**config.mk**
```make
export PLATFORM = sky130hd
export DESIGN_NAME = apb_rr_scheduler_flat
export DESIGN_NICKNAME = d
export VERILOG_FILES = /design/src/rtl/apb_rr_scheduler_pkg.sv /design/src/rtl/apb_rr_scheduler_if.sv /design/src/rtl/apb_rr_scheduler_rr_arbiter.sv /design/src/rtl/apb_rr_scheduler.sv /design/src/flat_wrapper.sv
export SDC_FILE = /design/constraint.sdc
export NUM_CORES = 1
export LEC_CHECK = 0
export BUFFER_PORTS_ARGS = -buffer_cell sky130_fd_sc_hd__buf_4
export CAP_MARGIN = 20
export CORE_UTILIZATION = 25
export CTS_CLUSTER_SIZE = 24
export DETAILED_ROUTE_END_ITERATION = 10
export HOLD_SLACK_MARGIN = 0.15
export PLACE_DENSITY = 0.48
export SYNTH_ARGS = -nofsm -noshare
export SYNTH_HDL_FRONTEND = slang
export SYNTH_SLANG_ARGS = --single-unit
```
**constraint.sdc**
```tcl
create_clock -name clk -period 2.9 [get_ports clk]
set_input_delay 0.145 -clock clk [delete_from_list [all_inputs] [get_ports clk]]
set_output_delay 0.145 -clock clk [all_outputs]
set_load 0.005 [all_outputs]
```
**src/rtl/apb_rr_scheduler_pkg.sv**
```systemverilog
// Shared types and defaults for the round-robin APB scheduler.
package apb_rr_scheduler_pkg;

   localparam int unsigned NREQ_DEF    = 2;
   localparam int unsigned AW_DEF      = 3;
   localparam int unsigned DW_DEF      = 5;
   localparam int unsigned TIMEOUT_DEF = 15;

   // Scheduler sequencing states; one APB transfer per SETUP/ACCESS pair.
   typedef enum logic [1:0] {
      ST_IDLE   = 2'd0,
      ST_SETUP  = 2'd1,
      ST_ACCESS = 2'd2
   } state_t;

   // Width of a counter that must reach limit-1 (never narrower than 1 bit).
   function automatic int unsigned cnt_width(input int unsigned limit);
      return (limit < 2) ? 1 : $clog2(limit + 1);
   endfunction

endpackage

```
**src/rtl/apb_rr_scheduler_if.sv**
```systemverilog
// Requester-side command lanes plus the shared APB bus, bundled for the scheduler.
interface apb_rr_scheduler_if
   import apb_rr_scheduler_pkg::*;
#(
   parameter int unsigned NREQ = NREQ_DEF,
   parameter int unsigned AW   = AW_DEF,
   parameter int unsigned DW   = DW_DEF
) ();

   // requester side
   logic [NREQ-1:0]    req;
   logic [NREQ-1:0]    req_wr;
   logic [NREQ*AW-1:0] req_addr;
   logic [NREQ*DW-1:0] req_wdata;
   logic [NREQ-1:0]    gnt;
   logic [NREQ-1:0]    done;
   logic [DW-1:0]      rdata;
   logic               err;
   logic               busy;

   // APB side
   logic               psel;
   logic               penable;
   logic [AW-1:0]      paddr;
   logic [DW-1:0]      pwdata;
   logic               pwrite;
   logic [DW-1:0]      prdata;
   logic               pready;

   // The scheduler: consumes commands, masters the APB bus.
   modport master (
      input  req, req_wr, req_addr, req_wdata, prdata, pready,
      output gnt, done, rdata, err, busy,
             psel, penable, paddr, pwdata, pwrite
   );

   // The environment: requesters plus the APB slave.
   modport slave (
      output req, req_wr, req_addr, req_wdata, prdata, pready,
      input  gnt, done, rdata, err, busy,
             psel, penable, paddr, pwdata, pwrite
   );

endinterface

```
**src/rtl/apb_rr_scheduler_rr_arbiter.sv**
```systemverilog
// Combinational round-robin pick: first set request above the pointer, with wrap.
module apb_rr_scheduler_rr_arbiter #(
   parameter int unsigned NREQ = 2,
   parameter int unsigned PW   = $clog2(NREQ)
) (
   input  logic [NREQ-1:0] i_req,
   input  logic [PW-1:0]   i_ptr,
   output logic [NREQ-1:0] o_gnt_c,
   output logic [PW-1:0]   o_idx_c,
   output logic            o_any_c
);

   // Walk pointer+1 .. pointer+NREQ; the last candidate is the pointer itself.
   always_comb begin
      logic [PW-1:0] v_k;
      o_gnt_c = '0;
      o_idx_c = '0;
      o_any_c = 1'b0;
      v_k     = '0;
      for (int unsigned i = 1; i <= NREQ; i++) begin
         v_k = PW'((32'(i_ptr) + i) % NREQ);
         if (!o_any_c && i_req[v_k]) begin
            o_any_c      = 1'b1;
            o_gnt_c[v_k] = 1'b1;
            o_idx_c      = v_k;
         end
      end
   end

endmodule

```
**src/rtl/apb_rr_scheduler.sv**
```systemverilog
// Round-robin scheduler sharing one APB master among NREQ requesters.
module apb_rr_scheduler
   import apb_rr_scheduler_pkg::*;
#(
   parameter int unsigned NREQ    = NREQ_DEF,
   parameter int unsigned AW      = AW_DEF,
   parameter int unsigned DW      = DW_DEF,
   parameter int unsigned TIMEOUT = TIMEOUT_DEF
) (
   input  logic                clk,
   input  logic                rstn,
   apb_rr_scheduler_if.master  bus
);

   localparam int unsigned    PW       = $clog2(NREQ);
   localparam int unsigned    CW       = cnt_width(TIMEOUT);
   localparam bit             TMO_EN   = (TIMEOUT != 0);
   localparam logic [CW-1:0]  TMO_LAST = (TIMEOUT == 0) ? '0 : CW'(TIMEOUT - 1);

   state_t            r_state;
   logic [PW-1:0]     r_ptr;
   logic [CW-1:0]     r_cnt;
   logic [NREQ-1:0]   r_gnt;
   logic [NREQ-1:0]   r_done;
   logic [DW-1:0]     r_rdata;
   logic              r_err;
   logic              r_busy;
   logic              r_psel;
   logic              r_penable;
   logic [AW-1:0]     r_paddr;
   logic [DW-1:0]     r_pwdata;
   logic              r_pwrite;

   logic [NREQ-1:0]   w_gnt;
   logic [PW-1:0]     w_idx;
   logic              w_any;
   logic [NREQ-1:0]   w_own;
   logic              w_tmo;
   logic [NREQ:0][AW-1:0] w_addr_acc;
   logic [NREQ:0][DW-1:0] w_wdata_acc;
   logic [NREQ:0]         w_wr_acc;

   apb_rr_scheduler_rr_arbiter #(
      .NREQ (NREQ),
      .PW   (PW)
   ) u_arb (
      .i_req   (bus.req),
      .i_ptr   (r_ptr),
      .o_gnt_c (w_gnt),
      .o_idx_c (w_idx),
      .o_any_c (w_any)
   );

   // One-hot mux of the winning requester's command fields.
   assign w_addr_acc[0]  = '0;
   assign w_wdata_acc[0] = '0;
   assign w_wr_acc[0]    = 1'b0;
   for (genvar g = 0; g < NREQ; g++) begin : g_sel
      assign w_addr_acc[g+1]  = w_addr_acc[g]  | (bus.req_addr[g*AW +: AW]  & {AW{w_gnt[g]}});
      assign w_wdata_acc[g+1] = w_wdata_acc[g] | (bus.req_wdata[g*DW +: DW] & {DW{w_gnt[g]}});
      assign w_wr_acc[g+1]    = w_wr_acc[g]    | (bus.req_wr[g] & w_gnt[g]);
   end

   // Owner of the transfer in flight is the last winner, held in the pointer.
   assign w_own = NREQ'(1) << r_ptr;
   assign w_tmo = TMO_EN && (r_cnt == TMO_LAST);

   // Scheduler FSM with all outputs registered; gnt/done/err are single-cycle.
   always_ff @(posedge clk or negedge rstn) begin
      if (!rstn) begin
         r_state   <= ST_IDLE;
         r_ptr     <= PW'(NREQ - 1);
         r_cnt     <= '0;
         r_gnt     <= '0;
         r_done    <= '0;
         r_rdata   <= '0;
         r_err     <= 1'b0;
         r_busy    <= 1'b0;
         r_psel    <= 1'b0;
         r_penable <= 1'b0;
         r_paddr   <= '0;
         r_pwdata  <= '0;
         r_pwrite  <= 1'b0;
      end else begin
         r_gnt  <= '0;
         r_done <= '0;
         r_err  <= 1'b0;
         case (r_state)
            ST_IDLE: begin
               if (w_any) begin
                  r_paddr  <= w_addr_acc[NREQ];
                  r_pwdata <= w_wdata_acc[NREQ];
                  r_pwrite <= w_wr_acc[NREQ];
                  r_psel   <= 1'b1;
                  r_gnt    <= w_gnt;
                  r_ptr    <= w_idx;
                  r_busy   <= 1'b1;
                  r_state  <= ST_SETUP;
               end
            end
            ST_SETUP: begin
               r_penable <= 1'b1;
               r_state   <= ST_ACCESS;
            end
            ST_ACCESS: begin
               if (bus.pready) begin
                  r_psel    <= 1'b0;
                  r_penable <= 1'b0;
                  r_done    <= w_own;
                  r_busy    <= 1'b0;
                  r_cnt     <= '0;
                  if (!r_pwrite) begin
                     r_rdata <= bus.prdata;
                  end
                  r_state   <= ST_IDLE;
               end else if (w_tmo) begin
                  r_psel    <= 1'b0;
                  r_penable <= 1'b0;
                  r_done    <= w_own;
                  r_err     <= 1'b1;
                  r_busy    <= 1'b0;
                  r_cnt     <= '0;
                  r_state   <= ST_IDLE;
               end else begin
                  r_cnt <= r_cnt + CW'(1);
               end
            end
            default: begin
               r_state <= ST_IDLE;
            end
         endcase
      end
   end

   assign bus.gnt     = r_gnt;
   assign bus.done    = r_done;
   assign bus.rdata   = r_rdata;
   assign bus.err     = r_err;
   assign bus.busy    = r_busy;
   assign bus.psel    = r_psel;
   assign bus.penable = r_penable;
   assign bus.paddr   = r_paddr;
   assign bus.pwdata  = r_pwdata;
   assign bus.pwrite  = r_pwrite;

endmodule

```
**src/flat_wrapper.sv**
```systemverilog
// flat-port wrapper written by rule: the top's interface ports become plain ports
module apb_rr_scheduler_flat import apb_rr_scheduler_pkg::*;
#(
   parameter int unsigned NREQ    = NREQ_DEF,
   parameter int unsigned AW      = AW_DEF,
   parameter int unsigned DW      = DW_DEF,
   parameter int unsigned TIMEOUT = TIMEOUT_DEF
)
  (clk, rstn, bus_req, bus_req_wr, bus_req_addr, bus_req_wdata, bus_prdata, bus_pready, bus_gnt, bus_done, bus_rdata, bus_err, bus_busy, bus_psel, bus_penable, bus_paddr, bus_pwdata, bus_pwrite);
  apb_rr_scheduler_if #(.NREQ(NREQ), .AW(AW), .DW(DW)) bus_i ();
  input  logic clk;
  input  logic rstn;
  input wire logic [$bits(bus_i.req)-1:0] bus_req;
  input wire logic [$bits(bus_i.req_wr)-1:0] bus_req_wr;
  input wire logic [$bits(bus_i.req_addr)-1:0] bus_req_addr;
  input wire logic [$bits(bus_i.req_wdata)-1:0] bus_req_wdata;
  input wire logic [$bits(bus_i.prdata)-1:0] bus_prdata;
  input wire logic [$bits(bus_i.pready)-1:0] bus_pready;
  output wire logic [$bits(bus_i.gnt)-1:0] bus_gnt;
  output wire logic [$bits(bus_i.done)-1:0] bus_done;
  output wire logic [$bits(bus_i.rdata)-1:0] bus_rdata;
  output wire logic [$bits(bus_i.err)-1:0] bus_err;
  output wire logic [$bits(bus_i.busy)-1:0] bus_busy;
  output wire logic [$bits(bus_i.psel)-1:0] bus_psel;
  output wire logic [$bits(bus_i.penable)-1:0] bus_penable;
  output wire logic [$bits(bus_i.paddr)-1:0] bus_paddr;
  output wire logic [$bits(bus_i.pwdata)-1:0] bus_pwdata;
  output wire logic [$bits(bus_i.pwrite)-1:0] bus_pwrite;
  assign bus_i.req = bus_req;
  assign bus_i.req_wr = bus_req_wr;
  assign bus_i.req_addr = bus_req_addr;
  assign bus_i.req_wdata = bus_req_wdata;
  assign bus_i.prdata = bus_prdata;
  assign bus_i.pready = bus_pready;
  assign bus_gnt = bus_i.gnt;
  assign bus_done = bus_i.done;
  assign bus_rdata = bus_i.rdata;
  assign bus_err = bus_i.err;
  assign bus_busy = bus_i.busy;
  assign bus_psel = bus_i.psel;
  assign bus_penable = bus_i.penable;
  assign bus_paddr = bus_i.paddr;
  assign bus_pwdata = bus_i.pwdata;
  assign bus_pwrite = bus_i.pwrite;
  apb_rr_scheduler #(.NREQ(NREQ), .AW(AW), .DW(DW), .TIMEOUT(TIMEOUT)) u_core (.clk(clk), .rstn(rstn), .bus(bus_i));
endmodule
```
# Yosys cells after proc, flatten, opt, wreduce, memory -nomap -nowiden
# Cells that the tools add are included.
totals:
  ff_bits: 28
  inputBits: 28
  elab_cells: 81
  out_inout_bits: 22
op_classes:
  n_eq_ne: 5
  reduce_logical: 12
  n_bitwise: 11
  addsub: 3
  n_shift: 1
  n_mux: 33
  magnitude_cmp: 4
ops:
  columns: ["op", "n"]
  rows:
  - ["$mux W2", 10]
  - ["$mux W1", 16]
  - ["$and A5 B5 Y5", 2]
  - ["$mux W4", 2]
  - ["$and A3 B3 Y3", 2]
  - ["$pmux W2 S3", 1]
  - ["$reduce_and A2 Y1", 3]
  - ["$reduce_and A3 Y1", 2]
  - ["$or A5 B5 Y5", 1]
  - ["$add A4 B1 Y4 const B", 1]
  - ["$eq A4 B4 Y1 const B", 1]
  - ["$lt A1 B2 Y1 const B", 2]
  - ["$pmux W1 S2", 2]
  - ["$reduce_bool A2 Y1", 2]
  - ["$logic_and A1 B1 Y1", 3]
  - ["$ne A3 B2 Y1 const B", 1]
  - ["$or A3 B3 Y3", 1]
  - ["$add A1 B1 Y1 const B", 2]
  - ["$and A1 B1 Y1", 2]
  - ["$demux W1 S1", 2]
  - ["$eq A2 B1 Y1 const B", 1]
  - ["$eq A2 B2 Y1 const B", 1]
  - ["$ge A1 B1 Y1 const B", 2]
  - ["$logic_not A2 Y1", 1]
  - ["6 further kinds", 6]

# Logic depth before layout (Yosys ltp)
# Gate-level depths: netlist (run 1).
depth:
  ltp_word: 10
  ltp_mapped: 6
  ltp_nobuf: 5

# Modules after synthesis
# Synthesis (run 1) repeated with hierarchy kept, for this count alone.
hier_totals:
  cells_unflattened: 108
  area_unflattened_um2: 1198.6
by_module_without_submodules:
  columns: ["module", "instances", "area_each_um2", "cells_per_inst", "seq_area_each_um2"]
  rows:
  - ["apb_rr_scheduler", 1, 1166.1, 103, 701.9]
  - ["apb_rr_scheduler_rr_arbiter", 1, 32.5, 5, 0.0]

# Least setup slack after synthesis (run 1)
# OpenSTA, ideal clock, no wires.
synth_path:
  path_type: "reg-to-reg"
  from: "register u_core.r_state[0]"
  to: "register u_core.r_state[1]"
  path_stages_with_launch: 6
  required_time_ns: 2.775
  path_slack_ns: 1.441
  n_path_buf: 0
  synth_period_minus_slack_ns: 1.459
  setup_time_ns: 0.125
  arrival_time_ns: 1.334
  cell_sequence: "dfrtp_1 -> inv_1 -> ha_1 -> and2b_4 -> a22oi_2 -> mux2_4"
synth_via:
  elab_chain_cells: 3
  word_cells_on_any_way: 7
  cone_classes: "eq/ne: 4; mux: 1; reduce/logical: 2"
synth_rtl:
  columns: ["element", "line_no", "source"]
  rows:
  - ["start, declared", "apb_rr_scheduler.sv:20", "state_t r_state;"]
  - ["start signal, assigned", "apb_rr_scheduler.sv:71", "r_state <= ST_IDLE;"]
  - ["start signal, assigned", "apb_rr_scheduler.sv:98", "r_state <= ST_SETUP;"]
  - ["start signal, assigned", "apb_rr_scheduler.sv:103", "r_state <= ST_ACCESS;"]
  - ["$eq A2 B2 Y1 or $logic_not A2 Y1 (tied branches)", "apb_rr_scheduler.sv:88", "case (r_state)"]
  - ["$ne A3 B2 Y1 (no source line) or $ne A2 B2 Y1 (tied branches)", null, null]
  - ["$reduce_and A2 Y1 (no source line)", null, null]
# Parallel ways exist; a longest one is shown, timed or not.
# A chain may end at the register's enable or synchronous reset.

# Worst setup path in the final report (run 1)
# Ends and elaborated chain as after synthesis.

==> results of run 1 <==
==> final timing paths <==
check	slack [ns]	endpoint	startpoint	cells past startpoint
max reg2reg	1.32	u_core.r_state[1]	u_core.r_state[0]	5
max in group asynchronous	2.27	u_core.r_ptr	rstn	2
min in group asynchronous	0.32	u_core.bus.done[1]	rstn	2
min reg2reg	0.50	u_core.bus.paddr[2]	u_core.bus.paddr[2]	2
min	0.17	u_core.bus.pwdata[2]	bus_req_wdata[2]	3
max	1.32	u_core.r_state[1]	u_core.r_state[0]	5
==> synthesized netlist by cell type (all sizes together), types with 2 or more instances <==
master and n:
dfrtp 27, buf 4, nand2 12, o2bb2ai 2
nand2b 2, a21oi 2, and3 3, inv 5
o21ai 13, a22o 2, ha 5, nand3 2
mux2 6, nor2 4, a32oi 9
==> per-layer routing <==
metal  GRT usage  up-vias
li1            -      530
met1       0.158      507
met2       0.204       35
met3      0.0316        6
met4      0.0556        0
met5           0        -
==> state kept, by name (all words and copies together), names as in the netlist <==
signal              count
u_core.bus.pwdata       5
u_core.bus.rdata        5
u_core.r_state          2
u_core.bus.penable      1
u_core.bus.paddr        3
u_core.r_ptr            1
u_core.bus.err          1
u_core.r_cnt            4
u_core.bus.busy         1
u_core.bus.gnt          2
u_core.bus.pwrite       1
u_core.bus.done         2
==> worst reg2reg max path, stage by stage (launching register included) <==
cell and delay, ns:
dfrtp_1 0.38, inv_1 0.07, ha_1 0.30, and2b_4 0.22
a22oi_2 0.19, mux2_4 0.32
==> metrics by stage <==
step	instances	power (uW)	utilization
floorplan	110	976	-
global placement	222	1250	0.354
detailed placement	222	1260	0.354
CTS	241	1520	0.396
global route	241	1630	0.396
finish	241	1500	0.396
==> kinds of logic (layout without fill, tap and decap cells) <==
| group | after synthesis | after routing | share of synthesized area |
|---|---|---|---|
| mux | 7 | 7 | 0.0632 |
| buf+inv | 9 | 73 | 0.0321 |
| compound gates | 34 | 34 | 0.205 |
| simple gates | 27 | 27 | 0.106 |
| flops | 28 | 28 | 0.545 |
| fa+ha+maj | 5 | 5 | 0.0486 |
==> power by group through the flow <==
stage | clock, uW | combinational (uW) | sequential (uW)
after CTS | 255 | 632 | 638
after global placement | 0 | 608 | 638
after floorplan | 0 | 336 | 640
after global routing | 271 | 701 | 659
after detailed placement | 0 | 616 | 644
final | 242 | 623 | 637
==> repair_timing <==
item                                   4_1_cts  5_1_grt
resized for setup                            0        0
setup buffers                                0        0
hold buffers                                15        0
endpoints found under the hold margin       42        0
==> final cells by class <==
| type | count | area (sq um) |
|---|---|---|
| Sequential cell | 28 | 702 |
| Fill cell | 482 | 2930 |
| Multi-Input combinational cell | 73 | 544 |
| Inverter | 5 | 18.8 |
| Tap cell | 67 | 83.8 |
| Timing Repair Buffer | 64 | 518 |
| Clock buffer | 4 | 55.1 |
==> results.yml, run 1 <==
final_layout:
  drive_gt1_frac: 0.385
  final_common_cell: "buf_4"
  most-common-layout-cells: "buf_4, dfrtp_1, dlygate4sd3_1"
  final_area_sq_mm: 0.00192
  n_antenna_cell: 0
  area_delta_synth_final_pct: 49.3
  nets: 208
global_route:
  grt_max_degree: 29
  grt_pass1_wl_mm: 5.11
  grt_pass1_vias: 1055
  grt_overflow_total: 0
  gr-usage-all-layers: 0.126
  antenna_found_initial: 0
pwr:
  power_switching_uw: 496
  p_comb_frac: 0.415
  ir_drop_mv: 0.341
  p_per_area_mw_per_mm2: 782
  p_int_uw: 1010
  clkPwrFrac: 0.161
  p_leak_uw: 0.000908
  netSwitchingFraction: 0.330
  pwr-share-seq: 0.424
setup_path:
  worst-path-buf-inv: 1
  slowest_delay_ns: 0.38
  cp_cell_sequence: "inv_1 > ha_1 > and2b_4 > a22oi_2 > mux2_4"
  critPathKind: "reg2reg"
  arrival_ns: 1.75
  crit_required_ns: 3.07
  cp-end-kind: "flop"
  crit_fanout: 9
  path_delay_family: "flip-flops"
  cp-start-kind: "flop"
  slowest_stage: "dfrtp_1"
logic_synthesis:
  ys_seq_area_frac: 0.545
  synth_area_sq_mm: 0.00129
  synth_top_cell_by_area: "dfrtp_1"
  ys_types: 33
  synth_flop_cell: "dfrtp_1"
  syn_inst: 110
  synth_edf_count: 0
  yosys-top-cells-area: "dfrtp_1, a32oi_1, ha_1, mux2_2, o21ai_1"
  ys_seq_elements: 28
  syn_area_per_cell_sq_um: 11.7
  synth_top_area_frac: 0.525
  syn_nets: 143
  ys_warn_count: 0
  postSynth.asyncResetShare: 1.00
drt:
  ant_nets: 0
  dr.first_iter.drc_count: 35
  routedWlPerCell_um: 12.9
  post-route-drc-count: 0
  vias: 1078
  wirelength_mm: 3.12
  m1WireLength_mm: 1.42
  via_per_inst: 4.47
  highest_layer: "met4"
  first_pass_iters: 4
  wl_met2_mm: 1.49
  met3_length_um: 131
sta:
  fmax_mhz: 631
  slew_viol_final: 0
  hold_viol: 0
  worst_hold_slack_ns: 0.175
  post-route-period-util: 0.546
  rsz0062_at_grt: "false"
  post-route-min-period_ns: 1.58
  fin_worst_skew_ns: 0.00258
  setup_viol: 0
  fin_tns_setup_ns: 0
  fin_ws_ns: 1.32
  tightestPinTransition_ns: 0.439
  max_slew_margin: 0.707
floorplanning:
  core_area_sq_mm: 0.00485
  die_w_um: 73.8
  dieArea_sq_mm: 0.00544
  fp-row-count: 25
  fp.dieH_um: 73.8
  initial_core_util: 0.266
  num_io_pins: 50
cts:
  cts_sinks: 28
  numCtsBuffers: 3
  clk_pin_slew_ns: 0.09
  clk_latency_ns: 0.27
  ctsHtreeMaxLevel: 1
  root_buffer: "clkbuf_8"
  clk_path_buf_depth: 2
  cts_tree: "yes"
hold_path:
  hold_path.class: "in2reg"
place:
  gp_congestion: 0.773
  postPlaceCellArea_sq_mm: 0.00172
  post-place-ws_ns: 1.33
  place_hpwl_mm: 2.16
  io_buffers: 49
run:
  cap_violations: 0
run_status:
  status: "complete, no violations"
Note: power is estimated with default switching activity, not from simulation.
==> inputs of run 2 (changes only) <==
ABC_AREA = 1   (was unset)
PLACE_DENSITY = 0.49   (was 0.48)
clock period = 1.45 ns   (was 2.9 ns; I/O delays follow)
==> run 2 against run 1 <==
  * Setup slack lost 1.2 ns
  * Global-route usage increased by 0.30 points
  * Synthesized area grew 3.6%
  * Clock skew is 0.0024 ns higher
  * Sequential power is 100% higher
  * Cell count rose by 30%
  * Total power grew 110%
  * Largest power group is now combinational logic
  * Register-to-register slack lost 1.2 ns
  * Clock power up 100%
  * Combinational power grew 120%
  * Critical path depth rose by 2
  * Highest routed layer unchanged
==> results.yml, run 2 <==
run_status:
  status: "complete, no violations"
final_layout:
  fillers: 538
  nets: 278
  final_common_cell: "nand2_1"
  most-common-layout-cells: "nand2_1, buf_4, dlygate4sd3_1, dfrtp_1, nand3_1"
  drive_gt1_frac: 0.250
  area_delta_synth_final_pct: 58.3
  n_antenna_cell: 0
setup_path:
  r2r_cells: 7
  crit_fanout: 9
  critPathKind: "reg2reg"
  cp-start-kind: "flop"
  crit_required_ns: 1.63
  timing.rr.start: "u_core.r_state[1]"
  arrival_ns: 1.47
  r2r_slack_ns: 0.16
  cp-startpoint: "u_core.r_state[1]"
  cp-end-kind: "flop"
  r2r_end: "u_core.bus.paddr[2]"
cts:
  clk_path_buf_depth: 2
  clk_pin_slew_ns: 0.10
  cts_tree: "yes"
  numCtsBuffers: 3
  clk_latency_ns: 0.28
  cts_sinks: 28
  root_buffer: "clkbuf_8"
  ctsHtreeMaxLevel: 1
logic_synthesis:
  synth_edf_count: 0
  syn_area_per_cell_sq_um: 8.03
  synth_area_sq_mm: 0.00133
  synthSimpleGateAreaFrac: 0.338
  synth_mux_area_frac: 0
  syn_nets: 199
  yosysMostFrequentCell: "nand2_1"
  yosys-top-cells-area: "dfrtp_1, nand2_1, nand3_1, ha_1, inv_1"
  synth_xor_area_frac: 0.00657
  synth_top_cell_by_area: "dfrtp_1"
  synthAdderAreaFrac: 0.0469
  synth.top_cells.by_count: "nand2_1, dfrtp_1, nand3_1, inv_1, nor2_1"
  synth_top_area_frac: 0.507
  synth_flop_cell: "dfrtp_1"
  ys_seq_area_frac: 0.526
  synth_top_family_by_area: "simple AND/OR/NAND/NOR gates"
  ys_warn_count: 0
  synth_compound_area_frac: 0.0263
  postSynth.asyncResetShare: 1.00
  ys_types: 18
  ys_seq_elements: 28
  syn_inst: 166
sta:
  tightestPinTransition_ns: 0.365
  fmax_mhz: 773
  post-route-period-util: 0.892
  hold_viol: 0
  slew_viol_final: 0
  setup_viol: 0
  fin_tns_setup_ns: 0
  max_slew_margin: 0.757
  fin_ws_ns: 0.156
  rsz0062_at_grt: "false"
  post-route-min-period_ns: 1.29
  fin_worst_skew_ns: 0.00501
hold_path:
  hold_path.class: "in2async"
global_route:
  grt_pass1_vias: 1207
  grt_overflow_total: 0
  antenna_found_initial: 0
  grt_max_degree: 29
  gr-usage-all-layers: 0.129
  grt_pass1_wl_mm: 5.46
drt:
  vias: 1306
  highest_layer: "met4"
  wirelength_mm: 3.42
  first_pass_iters: 4
  met3_length_um: 182
  post-route-drc-count: 0
  ant_nets: 0
  m1WireLength_mm: 1.64
  dr.first_iter.drc_count: 57
  via_per_inst: 4.16
  routedWlPerCell_um: 10.9
  wl_met2_mm: 1.58
pwr:
  p_comb_frac: 0.433
  ir_drop_mv: 0.599
  netSwitchingFraction: 0.360
  p_int_uw: 2020
  p_per_area_mw_per_mm2: 1500
  power_switching_uw: 1140
  pwr-share-seq: 0.411
  clkPwrFrac: 0.156
  p_leak_uw: 0.00114
place:
  io_buffers: 49
  place_hpwl_mm: 2.32
  gp_congestion: 0.754
  post-place-ws_ns: 0.0892
floorplanning:
  die_w_um: 75.0
  initial_core_util: 0.261
  num_io_pins: 50
  dieArea_sq_mm: 0.00563
  core_area_sq_mm: 0.00511
  fp-row-count: 26
  fp.dieH_um: 75.0
run:
  cap_violations: 0
-- run 2: final cells by class --
type / instances / area [sq um] / area share
flip-flops and latches: 28 / 702 / 0.332
repair buffers: 79 / 661 / 0.313
multi-input cells: 121 / 562 / 0.266
well taps: 70 / 87.6 / 0.0415
clock buffers: 4 / 55.1 / 0.0261
inverters: 12 / 45.0 / 0.0213
-- run 2: worst max-delay path: stages, from the launching register on --
cell and delay [ns]:
dfrtp_1 0.42, inv_1 0.09, ha_1 0.20, inv_1 0.10, nor2_4 0.16, inv_2 0.11
nand2_1 0.07, nand2_1 0.05
-- run 2: power groups by stage --
stage               clock network, uW  registers (uW)  logic, uW
finish                            494            1300       1370
global route                      546            1340       1570
CTS                               510            1300       1380
detailed placement                  0            1310       1320
global placement                    0            1320       1320
floorplan                           0            1300        700
-- run 2: routing by layer --
layer	vias to the layer above	track usage
met5	-	0
met4	0	0.0126
met3	2	0.0388
met2	43	0.208
met1	586	0.176
li1	675	-
-- run 2: per-stage QoR --
step | instance area [sq um] | total power (uW) | hold slack (ns) | std cells | utilization
final | 2110 | 3160 | 0.245 | 314 | 0.414
after detailed placement | 1780 | 2630 | 0.0215 | 283 | 0.349
after floorplan | 1330 | 2000 | -0.223 | 166 | -
after CTS | 2110 | 3200 | 0.254 | 314 | 0.413
after global routing | 2110 | 3460 | 0.290 | 314 | 0.414
after global placement | 1780 | 2630 | 0.0192 | 283 | 0.349
-- run 2: cells by family (layout without fill, tap and decap cells) --
family / after synthesis / after routing
compound gates: 6 / 6
flops: 28 / 28
buf+inv: 17 / 95
fa+ha+maj: 5 / 5
xor+xnor: 1 / 1
simple gates: 109 / 109
-- run 2: worst max-delay path by stage --
stage                           end  slack, ns
3_3_place_gp    u_core.bus.paddr[2]       0.07
2_1_floorplan       u_core.bus.busy       0.22
6_report        u_core.bus.paddr[2]       0.16
5_1_grt        u_core.bus.pwdata[0]       0.01
3_5_place_dp    u_core.bus.paddr[0]       0.09
4_1_cts        u_core.bus.pwdata[4]       0.06
-- run 2: repair_timing --
item                                    4_1_cts  5_1_grt
hold buffers                                 27        0
endpoints found under the setup margin        0        9
endpoints found under the hold margin        45        0
buffers inserted                              0        0
gates resized for setup                       0        1
==> inputs of run 3 (changes only) <==
PLACE_DENSITY = 0.5   (was 0.49)
SETUP_SLACK_MARGIN = 0.4   (was unset)
SKIP_CTS_REPAIR_TIMING = 1   (was unset)
SYNTH_HIERARCHICAL = 1   (was unset)
==> run 3 against run 2 <==
  * Via count fell by 7.6%
  * Largest cell class is now non-clock buffers
  * Clock power decreased by 3%
  * Sequential share of layout area is 1.3 points lower
  * Flip-flop and latch count is the same
  * Die area is 7.5% lower
  * Non-clock buffer count grew 5
  * First-iteration DRC count down 56%
  * Worst hold slack got worse by 0.091 ns
  * Highest routed layer unchanged
  * Fmax rose by 5.8%
==> results.yml, run 3 <==
floorplanning:
  initial_core_util: 0.261
  fp-row-count: 25
  num_io_pins: 50
  dieArea_sq_mm: 0.00521
  die_w_um: 72.2
  fp.dieH_um: 72.2
  core_area_sq_mm: 0.00472
pwr:
  p_leak_uw: 0.00109
  ir_drop_mv: 0.600
  power.total_uw: 3480
  p_per_area_mw_per_mm2: 1580
logic_synthesis:
  ys_warn_count: 6
  synth_area_sq_mm: 0.00123
  ys_seq_elements: 28
  synth_top_area_frac: 0.549
  ys_types: 19
  syn_inst: 138
  synth_top_cell_by_area: "dfrtp_1"
  syn_nets: 168
  synth.top_cells.by_count: "nand2_1, dfrtp_1, nand3_1, inv_1, nor2_1"
  yosysMostFrequentCell: "nand2_1"
  yosys-top-cells-area: "dfrtp_1, nand2_1, nand3_1, inv_1, dfstp_2"
  postSynth.asyncResetShare: 1.00
  syn_area_per_cell_sq_um: 8.92
  synth_flop_cell: "dfrtp_1"
  ys_seq_area_frac: 0.570
  synth_edf_count: 0
sta:
  slew_viol_final: 0
  fin_worst_skew_ns: 0.00353
  post-route-period-util: 0.843
  fin_tns_setup_ns: 0
  max_slew_margin: 0.755
  hold_viol: 0
  post-route-min-period_ns: 1.22
  fmax_mhz: 818
  tightestPinTransition_ns: 0.367
  setup_viol: 0
  rsz0062_at_grt: "true"
  worst_hold_slack_ns: 0.154
drt:
  via_per_inst: 4.12
  wirelength_mm: 3.41
  first_pass_iters: 4
  vias: 1207
  dr.first_iter.drc_count: 25
  routedWlPerCell_um: 11.6
  ant_nets: 0
  post-route-drc-count: 0
cts:
  root_buffer: "clkbuf_8"
  numCtsBuffers: 3
  ctsHtreeMaxLevel: 1
  clk_pin_slew_ns: 0.09
  cts_tree: "yes"
  clk_latency_ns: 0.27
  cts_sinks: 28
  clk_path_buf_depth: 2
final_layout:
  most-common-layout-cells: "buf_4, nand2_1, dlygate4sd3_1, dfrtp_1, nand3_1"
  drive_gt1_frac: 0.438
  final_area_sq_mm: 0.00220
  area_delta_synth_final_pct: 78.9
  n_antenna_cell: 0
  nets: 257
  final_common_cell: "buf_4"
place:
  postPlaceCellArea_sq_mm: 0.00170
  io_buffers: 49
  place_hpwl_mm: 2.13
  gp_congestion: 0.713
setup_path:
  cp-start-kind: "flop"
  crit_fanout: 5
  critPathKind: "reg2reg"
  arrival_ns: 1.43
  r2r_slack_ns: 0.23
  crit_required_ns: 1.66
  cp-end-kind: "flop"
hold_path:
  hold_path.class: "in2reg"
global_route:
  grt_max_degree: 29
  antenna_found_initial: 0
  grt_overflow_total: 0
  grt_pass1_vias: 1038
  gr-usage-all-layers: 0.114
  grt_pass1_wl_mm: 4.56
run:
  cap_violations: 0
run_status:
  status: "complete, no violations"
-- run 3: layout make-up --
type | instances | area (sq um)
Fill cell | 458 | 2520
Timing Repair Buffer | 84 | 719
Sequential cell | 28 | 703
Multi-Input combinational cell | 97 | 592
Tap cell | 67 | 83.8
Clock buffer | 4 | 55.1
Inverter | 13 | 48.8
-- run 3: path summary, 6_finish.rpt --
kind | startpoint | end | cells after the start
setup / recovery | u_core/r_ptr | u_core/bus.pwdata[2] | 6
hold / removal | bus_req[1] | u_core/r_ptr | 5
setup reg to reg | u_core/r_ptr | u_core/bus.pwdata[2] | 6
hold reg to reg | u_core/bus.penable | u_core/bus.penable | 2
max in group asynchronous | rstn | u_core/r_ptr | 2
min in group asynchronous | rstn | u_core/r_cnt[2] | 2
-- run 3: through the flow --
| step | worst slack, ns | std cells | util |
|---|---|---|---|
| after floorplan | 0.348 | 138 | - |
| after global placement | 0.247 | 253 | 0.360 |
| after detailed placement | 0.203 | 253 | 0.360 |
| after CTS | 0.185 | 257 | 0.372 |
| after global routing | 0.151 | 293 | 0.466 |
| final | 0.227 | 293 | 0.466 |
-- run 3: kinds of logic (layout without fill, tap and decap cells) --
logic type	Yosys count	in the layout	synth area share
adder cells (fa/ha/maj)	2	2	0.0203
flip-flops	28	28	0.570
buffers and inverters	16	101	0.0610
AND/OR/NAND/NOR	86	89	0.316
AO/OA/AOI/OAI	6	6	0.0325
-- run 3: worst max-delay path, cell delays in order (launching register included) --
cell     delay [ns]
dfstp_2        0.58
inv_2          0.04
a21oi_2        0.14
inv_2          0.08
nor2_4         0.17
nand2_1        0.09
nand3_1        0.07
-- run 3: report_power, final --
group          switching [uW]  total (uW)  internal, uW
logic                     764        1650           889
clock network             236         479           243
registers                 254        1350          1090
total                    1250        3480          2220
-- run 3: metal layers --
layer	global-route usage	routed length [um]	up-vias
li1	-	-	610
met1	0.142	1470	563
met2	0.190	1780	32
met3	0.0208	121	2
met4	0.0523	34	0
met5	0	0	-
